File: src/rtl/tile_step_mover_if.sv
// tile_step_mover_if: frame/key/collision inputs and position/status outputs of the tile step mover
interface tile_step_mover_if;
   logic startOfFrame;
   logic upKey, downKey, leftKey, rightKey;
   logic blockedUp, blockedDown, blockedLeft, blockedRight;
   logic freeze;
   logic signed [10:0] topLeftX, topLeftY;
   logic [4:0] tileX, tileY;
   logic moving;
   logic [1:0] direction;
   logic stepDone;
   modport master (
      output startOfFrame, upKey, downKey, leftKey, rightKey,
      output blockedUp, blockedDown, blockedLeft, blockedRight, freeze,
      input  topLeftX, topLeftY, tileX, tileY, moving, direction, stepDone
   );
   modport slave (
      input  startOfFrame, upKey, downKey, leftKey, rightKey,
      input  blockedUp, blockedDown, blockedLeft, blockedRight, freeze,
      output topLeftX, topLeftY, tileX, tileY, moving, direction, stepDone
   );
endinterface

File: src/rtl/tile_step_mover.sv
// tile_step_mover: moves a sprite one 32-pixel tile per key command, SPEED pixels per frame tick
module tile_step_mover #(
   parameter int INITIAL_X = 32,
   parameter int INITIAL_Y = 32,
   parameter int SPEED     = 4,
   parameter int MIN_X     = 32,
   parameter int MAX_X     = 576,
   parameter int MIN_Y     = 32,
   parameter int MAX_Y     = 416
) (
   input logic clk,
   input logic reset,
   tile_step_mover_if.slave bus
);
   typedef enum logic {IDLE, MOVING} state_t;
   localparam logic signed [11:0] SPD  = 12'(SPEED);
   localparam logic signed [11:0] MINX = 12'(MIN_X);
   localparam logic signed [11:0] MAXX = 12'(MAX_X);
   localparam logic signed [11:0] MINY = 12'(MIN_Y);
   localparam logic signed [11:0] MAXY = 12'(MAX_Y);
   state_t state_q, state_d;
   logic signed [10:0] pos_x_q, pos_x_d, pos_y_q, pos_y_d;
   logic signed [10:0] tgt_x_q, tgt_x_d, tgt_y_q, tgt_y_d;
   logic [1:0] dir_q, dir_d;
   logic done_q, done_d;
   logic tick, any_key, blk, legal, start, adv, landed;
   logic [1:0] sel;
   logic signed [11:0] x12, y12, cand_x, cand_y, eff_tx, eff_ty, dx, dy, nx, ny;
   // key arbitration, legality of a new step, and the clamped per-tick advance toward the target
   always_comb begin
      tick    = bus.startOfFrame && !bus.freeze;
      x12     = {pos_x_q[10], pos_x_q};
      y12     = {pos_y_q[10], pos_y_q};
      any_key = bus.upKey | bus.downKey | bus.leftKey | bus.rightKey;
      sel     = bus.upKey ? 2'd0 : bus.downKey ? 2'd1 : bus.leftKey ? 2'd2 : 2'd3;
      blk     = bus.upKey ? bus.blockedUp : bus.downKey ? bus.blockedDown :
                bus.leftKey ? bus.blockedLeft : bus.blockedRight;
      cand_x  = sel == 2'd2 ? x12 - 12'sd32 : sel == 2'd3 ? x12 + 12'sd32 : x12;
      cand_y  = sel == 2'd0 ? y12 - 12'sd32 : sel == 2'd1 ? y12 + 12'sd32 : y12;
      legal   = any_key && !blk && cand_x >= MINX && cand_x <= MAXX && cand_y >= MINY && cand_y <= MAXY;
      start   = state_q == IDLE && legal;
      eff_tx  = start ? cand_x : {tgt_x_q[10], tgt_x_q};
      eff_ty  = start ? cand_y : {tgt_y_q[10], tgt_y_q};
      dx      = eff_tx - x12;
      dy      = eff_ty - y12;
      nx      = dx > SPD ? x12 + SPD : dx < -SPD ? x12 - SPD : eff_tx;
      ny      = dy > SPD ? y12 + SPD : dy < -SPD ? y12 - SPD : eff_ty;
      adv     = tick && (start || state_q == MOVING);
      landed  = nx == eff_tx && ny == eff_ty;
      pos_x_d = adv ? 11'(nx) : pos_x_q;
      pos_y_d = adv ? 11'(ny) : pos_y_q;
      tgt_x_d = adv ? 11'(eff_tx) : tgt_x_q;
      tgt_y_d = adv ? 11'(eff_ty) : tgt_y_q;
      dir_d   = tick && state_q == IDLE && any_key ? sel : dir_q;
      state_d = adv ? (landed ? IDLE : MOVING) : state_q;
      done_d  = adv && landed;
   end
   // register state, position, target and status; reset aborts any move without a pulse
   always_ff @(posedge clk or posedge reset) begin
      if (reset) begin
         state_q <= IDLE;
         pos_x_q <= 11'(INITIAL_X);
         pos_y_q <= 11'(INITIAL_Y);
         tgt_x_q <= 11'(INITIAL_X);
         tgt_y_q <= 11'(INITIAL_Y);
         dir_q   <= 2'd1;
         done_q  <= 1'b0;
      end else begin
         state_q <= state_d;
         pos_x_q <= pos_x_d;
         pos_y_q <= pos_y_d;
         tgt_x_q <= tgt_x_d;
         tgt_y_q <= tgt_y_d;
         dir_q   <= dir_d;
         done_q  <= done_d;
      end
   end
   assign bus.topLeftX  = pos_x_q;
   assign bus.topLeftY  = pos_y_q;
   assign bus.tileX     = 5'(($unsigned(pos_x_q) + 11'd16) >> 5);
   assign bus.tileY     = 5'(($unsigned(pos_y_q) + 11'd16) >> 5);
   assign bus.moving    = state_q == MOVING;
   assign bus.direction = dir_q;
   assign bus.stepDone  = done_q;
endmodule

File: src/flat_wrapper.sv
// flat-port wrapper written by rule: the top's interface ports become plain ports
module tile_step_mover_flat 
#(
   parameter int INITIAL_X = 32,
   parameter int INITIAL_Y = 32,
   parameter int SPEED     = 4,
   parameter int MIN_X     = 32,
   parameter int MAX_X     = 576,
   parameter int MIN_Y     = 32,
   parameter int MAX_Y     = 416
)
  (clk, reset, bus_startOfFrame, bus_upKey, bus_downKey, bus_leftKey, bus_rightKey, bus_blockedUp, bus_blockedDown, bus_blockedLeft, bus_blockedRight, bus_freeze, bus_topLeftX, bus_topLeftY, bus_tileX, bus_tileY, bus_moving, bus_direction, bus_stepDone);
  tile_step_mover_if bus_i ();
  input logic clk;
  input logic reset;
  input wire logic [$bits(bus_i.startOfFrame)-1:0] bus_startOfFrame;
  input wire logic [$bits(bus_i.upKey)-1:0] bus_upKey;
  input wire logic [$bits(bus_i.downKey)-1:0] bus_downKey;
  input wire logic [$bits(bus_i.leftKey)-1:0] bus_leftKey;
  input wire logic [$bits(bus_i.rightKey)-1:0] bus_rightKey;
  input wire logic [$bits(bus_i.blockedUp)-1:0] bus_blockedUp;
  input wire logic [$bits(bus_i.blockedDown)-1:0] bus_blockedDown;
  input wire logic [$bits(bus_i.blockedLeft)-1:0] bus_blockedLeft;
  input wire logic [$bits(bus_i.blockedRight)-1:0] bus_blockedRight;
  input wire logic [$bits(bus_i.freeze)-1:0] bus_freeze;
  output wire logic [$bits(bus_i.topLeftX)-1:0] bus_topLeftX;
  output wire logic [$bits(bus_i.topLeftY)-1:0] bus_topLeftY;
  output wire logic [$bits(bus_i.tileX)-1:0] bus_tileX;
  output wire logic [$bits(bus_i.tileY)-1:0] bus_tileY;
  output wire logic [$bits(bus_i.moving)-1:0] bus_moving;
  output wire logic [$bits(bus_i.direction)-1:0] bus_direction;
  output wire logic [$bits(bus_i.stepDone)-1:0] bus_stepDone;
  assign bus_i.startOfFrame = bus_startOfFrame;
  assign bus_i.upKey = bus_upKey;
  assign bus_i.downKey = bus_downKey;
  assign bus_i.leftKey = bus_leftKey;
  assign bus_i.rightKey = bus_rightKey;
  assign bus_i.blockedUp = bus_blockedUp;
  assign bus_i.blockedDown = bus_blockedDown;
  assign bus_i.blockedLeft = bus_blockedLeft;
  assign bus_i.blockedRight = bus_blockedRight;
  assign bus_i.freeze = bus_freeze;
  assign bus_topLeftX = bus_i.topLeftX;
  assign bus_topLeftY = bus_i.topLeftY;
  assign bus_tileX = bus_i.tileX;
  assign bus_tileY = bus_i.tileY;
  assign bus_moving = bus_i.moving;
  assign bus_direction = bus_i.direction;
  assign bus_stepDone = bus_i.stepDone;
  tile_step_mover #(.INITIAL_X(INITIAL_X), .INITIAL_Y(INITIAL_Y), .SPEED(SPEED), .MIN_X(MIN_X), .MAX_X(MAX_X), .MIN_Y(MIN_Y), .MAX_Y(MAX_Y)) u_core (.clk(clk), .reset(reset), .bus(bus_i));
endmodule
File: config.mk
export PLATFORM = sky130hd
export DESIGN_NAME = tile_step_mover_flat
export DESIGN_NICKNAME = d
export VERILOG_FILES = /design/src/rtl/tile_step_mover_if.sv /design/src/rtl/tile_step_mover.sv /design/src/flat_wrapper.sv
export SDC_FILE = /design/constraint.sdc
export NUM_CORES = 1
export LEC_CHECK = 0
export ABC_CLOCK_PERIOD_IN_PS = 10400
export CAP_MARGIN = 5
export CELL_PAD_IN_SITES_DETAIL_PLACEMENT = 0
export CELL_PAD_IN_SITES_GLOBAL_PLACEMENT = 2
export CORE_MARGIN = 10
export CORE_UTILIZATION = 39
export CTS_BUF_LIST = sky130_fd_sc_hd__clkbuf_4 sky130_fd_sc_hd__clkbuf_8
export CTS_CLUSTER_DIAMETER = 40
export CTS_CLUSTER_SIZE = 25
export DETAILED_ROUTE_END_ITERATION = 16
export GPL_ROUTABILITY_DRIVEN = 0
export PLACE_DENSITY_LB_ADDON = 0.25
export SYNTH_ARGS = -nofsm -noshare
export SYNTH_HDL_FRONTEND = slang
export SYNTH_SLANG_ARGS = --single-unit
File: constraint.sdc
create_clock -name clk -period 10.4 [get_ports clk]
set_clock_uncertainty 0.1 [all_clocks]
set_input_delay 1.04 -clock clk [delete_from_list [all_inputs] [get_ports clk]]
set_output_delay 1.04 -clock clk [all_outputs]
set_load 0.1 [all_outputs]
; ---- Yosys cells after proc, flatten, opt, wreduce, memory -nomap -nowiden
; Cells that the tools add are included.
[word_totals]
reg_bits = 48
in_bits = 12
out_inout_bits = 36
word_cells = 69
[op_classes]
add_sub_neg = 12
magnitude_cmp = 8
n_eq_ne = 5
muxes = 17
n_bitwise = 4
reduce_logical = 16
[ops]
columns = operator, n
row1 = 12-bit 2-to-1 mux, 10
row2 = 11-bit by 4-bit adder with 12-bit output (second input constant), 2
row3 = 11-bit by 7-bit adder with 12-bit output (second input constant), 2
row4 = 12-bit equality test, 2
row5 = 12-bit by 7-bit greater-or-equal comparator with 1-bit output (second input constant), 2
row6 = 12-bit by 4-bit > comparator with 1-bit output (second input constant), 2
row7 = 12-bit by 3-bit less-than comparator with 1-bit output (second input constant), 2
row8 = 11-bit by 4-bit subtractor with 12-bit output (second input constant), 2
row9 = 11-bit by 7-bit subtractor with 12-bit output (second input constant), 2
row10 = 12-bit by 11-bit subtractor with 12-bit output, 2
row11 = 10-bit by 5-bit adder with 10-bit output (second input constant), 2
row12 = 12-bit by 10-bit <= comparator with 1-bit output (second input constant), 1
row13 = 12-bit by 11-bit <= comparator with 1-bit output (second input constant), 1
row14 = 1-bit logical AND, 12
row15 = 1-bit 2-to-1 mux, 5
row16 = 2-bit equality test (second input constant), 2
row17 = 2-bit 2-to-1 mux, 2
row18 = 1-bit OR, 3
row19 = 2-bit by 1-bit equality test with 1-bit output (second input constant), 1
row20 = 1-bit logical NOT, 2
row21 = 2-bit logical NOT, 1
row22 = 1-bit logical OR, 1
row23 = 1-bit NOT, 1

; ---- Depth between registers and ports, before layout
; Gate-level depths: netlist of the first run.
[depth]
word_depth = 20
depth_mapped = 29

; ---- Least setup slack after synthesis of the first run
; OpenSTA, ideal clock, no wires.
[synth_path]
path_kind = register to register
start = reg u_core.pos_x_q[6] (netlist: u_core.bus.topLeftX[6])
end = reg u_core.state_q (netlist: u_core.bus.moving)
setup_ps = 124
arrival_ps = 7383
setup_slack_ps = 2793
stages_incl_launch_ff = 29
path_buffers = 5
period_less_slack_ps = 7607
path_cell_list = dfrtp_1 > clkbuf_1 > inv_1 > ha_1 > mux2i_1 > or3_1 > o311ai_0 > nor4b_2 > nor4_4 > nand2_1 > buf_2 > clkbuf_1 > clkbuf_1 > nor2_1 > a21oi_1 > inv_1 > ha_1 > nor2b_1 > o2111ai_1 > nand4_1 > a311o_1 > a2111o_1 > a211oi_2 > clkbuf_1 > mux2i_1 > a32o_1 > a2111oi_0 > nand3_1 > o31a_1
[synth_via]
elab_chain_cells = 17
elab_cells_between_ends = 31
[synth_rtl]
columns = item, line_no
row1 = start: declaration, tile_step_mover.sv:22  ; logic signed [10:0] pos_x_q, pos_x_d, pos_y_q, pos_y_d;
row2 = start signal: assignment, tile_step_mover.sv:62  ; pos_x_q <= 11'(INITIAL_X);
row3 = start signal: assignment, tile_step_mover.sv:70  ; pos_x_q <= pos_x_d;
row4 = 11-bit by 7-bit adder with 12-bit output, tile_step_mover.sv:38  ; cand_x = sel == 2'd2 ? x12 - 12'sd32 : sel == 2'd3 ? x12 + 12'sd32 : x12;
row5 = 12-bit 2-to-1 mux, tile_step_mover.sv:38
row6 = 12-bit 2-to-1 mux *, tile_step_mover.sv:38
row7 = 12-bit by 7-bit greater-or-equal comparator with 1-bit output, tile_step_mover.sv:40  ; legal = any_key && !blk && cand_x >= MINX && cand_x <= MAXX && cand_y >= MINY && cand_y <= MAXY;
row8 = 1-bit logical AND, tile_step_mover.sv:40
row9 = 1-bit logical AND * (3 in series), tile_step_mover.sv:40
row10 = 1-bit logical AND *, tile_step_mover.sv:41  ; start = state_q == IDLE && legal;
row11 = 12-bit 2-to-1 mux *, tile_step_mover.sv:42  ; eff_tx = start ? cand_x : {tgt_x_q[10], tgt_x_q};
row12 = named net u_core.eff_tx[1], tile_step_mover.sv:28  ; logic signed [11:0] x12, y12, cand_x, cand_y, eff_tx, eff_ty, dx, dy, nx, ny;
row13 = 12-bit by 11-bit subtractor with 12-bit output, tile_step_mover.sv:44  ; dx = eff_tx - x12;
row14 = 12-bit by 3-bit less-than comparator with 1-bit output, tile_step_mover.sv:46  ; nx = dx > SPD ? x12 + SPD : dx < -SPD ? x12 - SPD : eff_tx;
row15 = 12-bit 2-to-1 mux (2 in series), tile_step_mover.sv:46
row16 = 12-bit equality test *, tile_step_mover.sv:49  ; landed = nx == eff_tx && ny == eff_ty;
row17 = 1-bit logical AND *, tile_step_mover.sv:49
row18 = 1-bit 2-to-1 mux *, tile_step_mover.sv:55  ; state_d = adv ? (landed ? IDLE : MOVING) : state_q;
row19 = end signal: assignment, tile_step_mover.sv:69  ; state_q <= state_d;
row20 = end: declaration, tile_step_mover.sv:21  ; state_t state_q, state_d;
; The timed path passes the listed nets; every way through them passes the cells marked *.
; A chain may end at the register's enable or synchronous reset.

; ---- Worst setup path in the final report of the first run
[layout_path]
start = in bus_upKey
end = reg u_core.state_q (netlist: u_core.bus.moving)
[layout_via]
elab_chain_cells = 18
elab_cells_between_ends = 42
[layout_rtl]
columns = item, line_no
row1 = start: declaration, flat_wrapper.sv:17  ; input wire logic [$bits(bus_i.upKey)-1:0] bus_upKey;
row2 = 2-bit 2-to-1 mux, tile_step_mover.sv:35  ; sel = bus.upKey ? 2'd0 : bus.downKey ? 2'd1 : bus.leftKey ? 2'd2 : 2'd3;
row3 = 2-bit equality test, tile_step_mover.sv:38
row4 = 12-bit 2-to-1 mux (2 in series), tile_step_mover.sv:38
row5 = 12-bit by 7-bit greater-or-equal comparator with 1-bit output, tile_step_mover.sv:40
row6 = 1-bit logical AND (4 in series), tile_step_mover.sv:40
row7 = 1-bit logical AND, tile_step_mover.sv:41
row8 = 12-bit 2-to-1 mux *, tile_step_mover.sv:42
row9 = named net u_core.eff_tx[4], tile_step_mover.sv:28
row10 = 12-bit by 11-bit subtractor with 12-bit output, tile_step_mover.sv:44
row11 = 12-bit by 3-bit less-than comparator with 1-bit output, tile_step_mover.sv:46
row12 = 12-bit 2-to-1 mux (2 in series), tile_step_mover.sv:46
row13 = 12-bit equality test *, tile_step_mover.sv:49
row14 = 1-bit logical AND *, tile_step_mover.sv:49
row15 = 1-bit 2-to-1 mux *, tile_step_mover.sv:55
; Marks and branches as above.

==> summary.md, run 1 <==
The flow ran to the end, and the final reports show no timing, DRC or antenna violations. The I/O pin count came out at 48. The final critical path time including I/O delays and setup is 8.95 ns. The overflow left after global routing is 0. After clock tree synthesis, the clock-pin slew on the worst setup and hold paths is 0.11 ns. The fraction of layout instances using a drive strength above 1 is 0.0737.

The post-synthesis instance total was 909. The number of antenna violations at the first check in global routing was 0; the area enclosed by the die boundary was 22700 sq um. The repair_antennas step left the layout with diodes totalling 0. Number of enable flip-flop cells after synthesis: 0. Synthesized netlist net count: 959. The cell with the largest stage delay on the worst path is clkdlybuf4s50_1. For this block, the initial DRC count from the detailed router was 610. The first global-routing pass estimated 37.5 mm of wire. After detailed routing, the number of vias per cell comes to 6.29.

The number of buffers on the longest clock path was 2. The floorplan step set the die height to 151 um. The initial core utilization came out at 0.401. Input and output buffers added on the ports amount to 47. The clock net in this run drives a total of 48 sinks. STA puts the critical path data arrival time at 9.07 ns. The relative area change from synthesis to final layout works out to 10.6%. Based on the critical path, the design can be clocked at up to 112 MHz. Normalized max-slew margin: 0.198.

Walking the worst path, the cells encountered are clkdlybuf4s50_1 -> or2_1 -> o21ai_1 -> a221oi_1 -> a211oi_1 -> nor4_4 -> nand2_1 -> buf_4 -> o21ai_0 -> ha_1 -> and2_1 -> o21a_1 -> or4_1 -> a221oi_1 -> o2111ai_1 -> nor2_1 -> mux2i_1 -> a32o_1 -> a2111oi_0 -> nand3_1 -> o31a_1. The combined global-route utilization of all metal layers is 0.204, and the final count of hold timing violations is 0. Number of nets in the final layout: 972. The fraction of the cycle the final worst path needs was 0.860; the remaining routing DRC violations was 0. Row generation in the floorplan step produced 47 rows. TritonCTS built the clock tree.

STA classifies the critical path endpoint as a register. The number of global-route vias before repair was 6878. The critical path is of the input pin to register type.

The synthesized design spends more area on one cell type than any other, namely dfrtp_1. Overall die width: 151 um. Share of the yosys chip area belonging to registers: 0.181. Synthesis inferred 48 register bits. The largest net degree at the start of global routing is 49. Dividing the detail-routed wire length by the instance count gives 20.9 um. By area the synthesized netlist is led by dfrtp_1, nand2_1, ha_1.

After detailed routing, the total wire length is 23.9 mm. Along the worst hold path, the cell count comes to 2. The proportion of register bits with asynchronous set or reset after synthesis is 1.00. The logs give 18.0 mm for the estimated wirelength of the detail-placed design and 5 for the length of the first detailed-routing pass in iterations.

The top-area cell type share of the netlist area came out at 0.161. Post-CTS repair changed the size of 0 cells. The data required time of the critical path is 10.53 ns.

The placeable core region was 16600 sq um. For the number of different library cells in the post-synthesis netlist, the log shows 93. The tree is rooted in a clkbuf_8. In this run the remaining antenna-violating nets after routing total 0. For the final routed database, the setup TNS stands at 0 ns. Yosys instantiated no cell more often than nand2_1. Clock latency on the worst-skew pair, taken at its later pin, is 0.34 ns.

After synthesis, the most frequently instantiated cells are nand2_1, nor2_1, o21ai_0. At the pin with the least slew margin, the transition time is 1.17 ns. The kind of start point of the critical path was an input pin.

Of all nets on the critical path, the largest fanout is 24. The cell area that synthesis handed to floorplanning was 6670 sq um. Across the run, the number of max-cap violations was 0. Across all layers, the routed design uses 7189 vias. The number of levels in the clock H-tree was 2; the number of buffers added for setup after CTS was 0. The dominant cell type by count on the critical path is a221oi_1. Setup repair after global routing left no endpoint under its margin. The number of slew-limit violations in the final report is 0. The path class of the lowest-slack min-delay path is register to register.

The maximum cell stage delay along the critical path works out to 0.95 ns. The run gives 0 as the number of hold-repair buffers added at the cts stage. The number of clock buffers added by TritonCTS is 5. The run gives 0.443 as the final core utilization. The leading register cell type out of synthesis is dfrtp_1. The logic depth of the worst register-to-register path is 22, and the mean post-synth cell area is 7.33 sq um. During synthesis, Yosys emitted a total of 0 warnings. Setup violations remaining at the end of the flow were counted as 0.
## routing by layer
layer  GRT usage  share of wire
met1       0.262           0.43
met2       0.329           0.46
met3      0.0321          0.064
met4      0.0900          0.039
met5           0              0
## stage by stage
step / hold WS (ns) / instance area, sq um / std cells / worst slack (ns)
global route: 0.378 / 7370 / 1143 / 0.758
detailed placement: 0.349 / 7280 / 1135 / 1.27
CTS: 0.367 / 7370 / 1143 / 1.62
finish: 0.365 / 7370 / 1143 / 1.45
floorplan: 0.337 / 6670 / 909 / 2.79
global placement: 0.350 / 7280 / 1135 / 1.55
## area by class of cell
| class | instances | area [sq um] |
|---|---|---|
| fillers | 1663 | 9270 |
| multi-input cells | 762 | 5060 |
| flip-flops and latches | 48 | 1210 |
| repair buffers | 61 | 576 |
| well taps | 220 | 275 |
| inverters | 44 | 165 |
| clock buffers | 5 | 68.8 |
| clock inverters | 3 | 22.5 |
## critical path: cells and delay by family
kind                       cells  cell delay (ns)
and+or+nand+nor                7             3.04
AOI/OAI and AO/OA             10             2.70
buffers and inverters          2             1.27
adders and majority gates      1             0.38
muxes                          1             0.63
## sequential cells by signal, summed over array words and instances (netlist names)
signal	count
u_core.bus.topLeftX	11
u_core.tgt_x_q	11
u_core.bus.stepDone	1
u_core.bus.direction	2
u_core.bus.topLeftY	11
u_core.tgt_y_q	11
u_core.bus.moving	1
## cell usage in the layout (no fill, tap or decap), types with 36 or more instances in the layout
master,synthesis,final
dfrtp_1,43,43
inv_1,42,41
o21ai_0,61,61
nand2_1,122,122
clkdlybuf4s50_1,0,47
ha_1,36,36
nor2_1,64,63
a21oi_1,55,55
xnor2_1,41,41
## worst paths after layout
kind                                                     from                                   to  slack [ns]
setup / recovery                                    bus_upKey        u_core.bus.moving$_DFFE_PP0P_        1.45
hold / removal                  u_core.tgt_y_q[5]$_DFFE_PP1P_        u_core.tgt_y_q[5]$_DFFE_PP1P_        0.37
setup reg to reg           u_core.bus.topLeftY[6]$_DFFE_PP0P_        u_core.bus.moving$_DFFE_PP0P_        1.75
hold reg to reg                 u_core.tgt_y_q[5]$_DFFE_PP1P_        u_core.tgt_y_q[5]$_DFFE_PP1P_        0.37
max in group asynchronous                               reset  u_core.bus.direction[1]$_DFFE_PP0P_        8.64
min in group asynchronous                               reset        u_core.tgt_x_q[0]$_DFFE_PP0P_        1.08
## kinds of logic (layout without fill, tap and decap cells)
logic type | after synthesis | count (layout) | synth area share
and+or+nand+nor | 350 | 350 | 0.267
AOI/OAI and AO/OA | 303 | 303 | 0.315
buffers and inverters | 99 | 113 | 0.0604
xor gates and xnor gates | 51 | 51 | 0.0670
DFF | 48 | 48 | 0.181
adders and majority gates | 38 | 38 | 0.0736
muxes | 20 | 20 | 0.0366
Power of run 1 is not shown: default switching activity piles up to over one toggle a cycle in this logic, so the estimate is an artifact.
==> run 2: changes to the inputs <==
--- a/config.mk
+++ b/config.mk
@@ -5,12 +5,14 @@
 export SDC_FILE = /design/constraint.sdc
 export NUM_CORES = 1
 export LEC_CHECK = 0
+export ABC_AREA = 1
 export ABC_CLOCK_PERIOD_IN_PS = 10400
 export CAP_MARGIN = 5
 export CELL_PAD_IN_SITES_DETAIL_PLACEMENT = 0
 export CELL_PAD_IN_SITES_GLOBAL_PLACEMENT = 2
+export CORE_ASPECT_RATIO = 1.5
 export CORE_MARGIN = 10
-export CORE_UTILIZATION = 39
+export CORE_UTILIZATION = 36
 export CTS_BUF_LIST = sky130_fd_sc_hd__clkbuf_4 sky130_fd_sc_hd__clkbuf_8
 export CTS_CLUSTER_DIAMETER = 40
 export CTS_CLUSTER_SIZE = 25
==> run 2 against run 1 <==
Sequential share of layout area increased by 2.2 points; via count is 17% lower; wire length down 16%; count of clock-buffer cells in the layout is the same; critical path type unchanged.
==> summary.md, run 2 <==
For the length of the first detailed-routing pass in iterations, the log shows 5. dfrtp_1 takes more of the synthesized area than any other cell. The repair_antennas step left the layout with diodes totalling 0. TritonCTS built the clock tree. Once the clock tree was built, the resizer swapped 0 gates to a different size. Proportion of register bits with asynchronous set or reset after synthesis: 1.00.

Summed over all failing endpoints, the final setup total negative slack is 0 ns. Input and output buffers added on the ports amount to 47. In the routed design, unresolved DRC markers number 0. The placeable core region was 15800 sq um. Setup repair after global routing left no endpoint under its margin.

After clock tree synthesis, the flow added hold-fix buffers numbering 0. Ranked by total cell area, the synthesized netlist is headed by dfrtp_1, nand2_1, nand3_1. From synthesis to final layout, the design area changed by 11.5%. The top cell types in the final layout, fill and taps aside, are nand2_1, nand3_1, inv_1. Row generation in the floorplan step produced 56 rows. Of all nets on the critical path, the largest fanout is 25. The tools report the final count of hold timing violations as 0. The logic depth of the worst register-to-register path was 35. The critical path starts at bus_upKey. In this design, the critical path's most frequently occurring cell is nand2_1. The synthesized netlist occupies a cell area of 5830 sq um. The slowest stage of the critical path is the clkdlybuf4s50_1 cell. The tools report the kind of start point of the critical path as an input pin.

In this run the clock root is driven by a clkbuf_8. The worst path in the final design needs a cycle of 7.13 ns, including I/O delays and setup. The commonest non-fill, non-tap cell in the layout was nand2_1. The tools report the overflow left after global routing as 0.

For the number of slew-limit violations in the final report, the log shows 0. The number of buffer and inverter instances along the worst setup path works out to 6. The normalized max-slew margin was 0.318. The critical path is of the input pin to register type. Counting instances in the post-synthesis netlist gives the leading cell types as nand2_1, nand3_1, inv_1. The share of the yosys chip area belonging to registers came out at 0.207. For this run, the top clock speed supported by timing is 140 MHz. The estimated wirelength of the detail-placed design is 16.1 mm, and the wire length of the first global-routing pass is 32.2 mm.

The number of nets with antenna violations after routing is 0. The critical path ends at u_core.bus.moving$_DFFE_PP0P_. The critical path runs through a total of 36 cells.

For flop-to-flop paths, the worst setup slack is 3.78 ns. The routed design has 20.0 mm of wire. The mean post-synth cell area was 6.30 sq um.

Fraction of layout instances using a drive strength above 1: 0.0821. Synthesis handed over a netlist of 924 instances. The logs give 0.31 ns for the clock network latency to the later pin of the worst-skew pair and 0 for the number of violations of the max-capacitance limit. The top-area cell type share of the netlist area came out at 0.185. Data on the critical path arrives at its endpoint at 7.25 ns.

The terminus of the critical flop-to-flop path was u_core.bus.moving$_DFFE_PP0P_. The number of global-route vias before repair is 5897. The average wire length per cell after detail routing works out to 17.4 um. Counting the buffers created by CTS gives 5. 48 I/O pins were placed. The largest net degree at the start of global routing is 58, and the height of the die is 176 um.

For the iteration-0 DRC count of the detailed router, the log shows 357. The die covers 21800 sq um. The logs give 2 for the number of buffers on the longest clock path and 0 for the total of endpoints with negative setup slack in the final report. Counting flops with a built-in enable in the synthesized netlist gives 0. In the routed layout, each cell is associated on average with a via count of 5.21. The yosys synthesis warning count is 0.

The initial core utilization was 0.370. In this design, the largest share of critical-path delay is due to simple AND/OR/NAND/NOR gates. The routed layout has 6002 vias. The overall die width works out to 124 um.

The path class of the tightest hold or removal check is register to register. The run finished with clean final reports. The logs give 0 for the number of antenna violations at the first check in global routing and 0.376 ns for the worst-case hold slack.

Clock-pin slew was measured on the worst setup and hold paths at 0.10 ns. The data required time of the critical path is 10.52 ns, and the synthesized netlist net count is 974. For this run, the slowest stage of the critical path takes 0.61 ns. In this run the critical register-to-register path is launched from u_core.bus.topLeftY[5]$_DFFE_PP1P_. The element type at the critical path end was a register. In this run the post-CTS setup repair buffer count came out at 0. Among all cell types in the netlist, the one instantiated most often is nand2_1. In this run, distinct cell masters in the synthesized netlist total 46. The number of levels in the clock H-tree is 2, and the fraction of the cycle the final worst path needs is 0.686. After synthesis the netlist holds a flip-flop and latch count of 48. At the pin with the least slew margin, the transition time is 1.02 ns. CTS saw 48 sinks.

The run gives 0.186 as the combined global-route utilization of all metal layers. For the number of nets in the final layout, the log shows 999. The leading register cell type out of synthesis is dfrtp_1.
==> run 2: cell types whose count changed in the layout (fill, tap and decap cells not counted), moves of 13 or more <==
cell / before / now
nand2_1: 122 / 264
a31oi_1: 16 / 3
o21ai_2: 0 / 15
a211oi_1: 18 / 1
nand3_1: 24 / 107
a21oi_1: 55 / 32
xor2_1: 10 / 39
o22ai_1: 13 / 0
nand2b_1: 18 / 0
xnor2_1: 41 / 9
nor2b_1: 13 / 0
inv_1: 41 / 93
==> run 2: cells by family (layout without fill, tap and decap cells) <==
| logic type | count (synthesis) | count (layout) | share of synthesized area |
|---|---|---|---|
| xor gates and xnor gates | 50 | 50 | 0.0778 |
| and+or+nand+nor | 509 | 509 | 0.390 |
| adders and majority gates | 38 | 38 | 0.0842 |
| DFF | 48 | 48 | 0.207 |
| AOI/OAI and AO/OA | 137 | 137 | 0.136 |
| buffers and inverters | 142 | 168 | 0.105 |
==> run 2: tightest hold or removal path: cells and delay by family, from the launching register on <==
kind             cells  cell delay [ns]
DFF                  1             0.38
and+or+nand+nor      2             0.10
==> run 2: worst min path at each step <==
stage / endpoint / depth (start not counted) / from / slack, ns
floorplan: u_core.tgt_x_q[5]$_DFFE_PP1P_ / 2 / u_core.tgt_x_q[5]$_DFFE_PP1P_ / 0.35
global placement: u_core.tgt_x_q[5]$_DFFE_PP1P_ / 2 / u_core.tgt_x_q[5]$_DFFE_PP1P_ / 0.36
detailed placement: u_core.tgt_x_q[5]$_DFFE_PP1P_ / 2 / u_core.tgt_x_q[5]$_DFFE_PP1P_ / 0.36
CTS: u_core.tgt_x_q[5]$_DFFE_PP1P_ / 2 / u_core.tgt_x_q[5]$_DFFE_PP1P_ / 0.38
global route: u_core.tgt_x_q[5]$_DFFE_PP1P_ / 2 / u_core.tgt_x_q[5]$_DFFE_PP1P_ / 0.40
finish: u_core.tgt_x_q[5]$_DFFE_PP1P_ / 2 / u_core.tgt_x_q[5]$_DFFE_PP1P_ / 0.38
==> run 2: layout make-up <==
type,count,area [sq um]
Inverter,111,422
Clock buffer,5,68.8
Sequential cell,48,1210
Clock inverter,3,42.5
Multi-Input combinational cell,734,4020
Tap cell,203,254
Timing Repair Buffer,49,485
Fill cell,1808,9270
==> run 2: metal layers <==
metal	global-route usage	vias to the layer above	part of all wire
met4	0.0691	0	0.033
met3	0.0164	37	0.032
met5	0	-	0
met2	0.349	120	0.54
met1	0.206	2797	0.40
li1	-	3048	-
==> run 2: through the flow <==
| step | cells | util | cell area, sq um | setup WS, ns |
|---|---|---|---|---|
| 2_1_floorplan | 924 | - | 5830 | 4.60 |
| 3_3_place_gp | 1145 | 0.405 | 6390 | 2.88 |
| 3_5_place_dp | 1145 | 0.405 | 6390 | 2.89 |
| 4_1_cts | 1153 | 0.412 | 6500 | 3.21 |
| 5_1_grt | 1153 | 0.412 | 6500 | 2.52 |
| 6_report | 1153 | 0.412 | 6500 | 3.27 |
Power of run 2 is left out for the same reason.
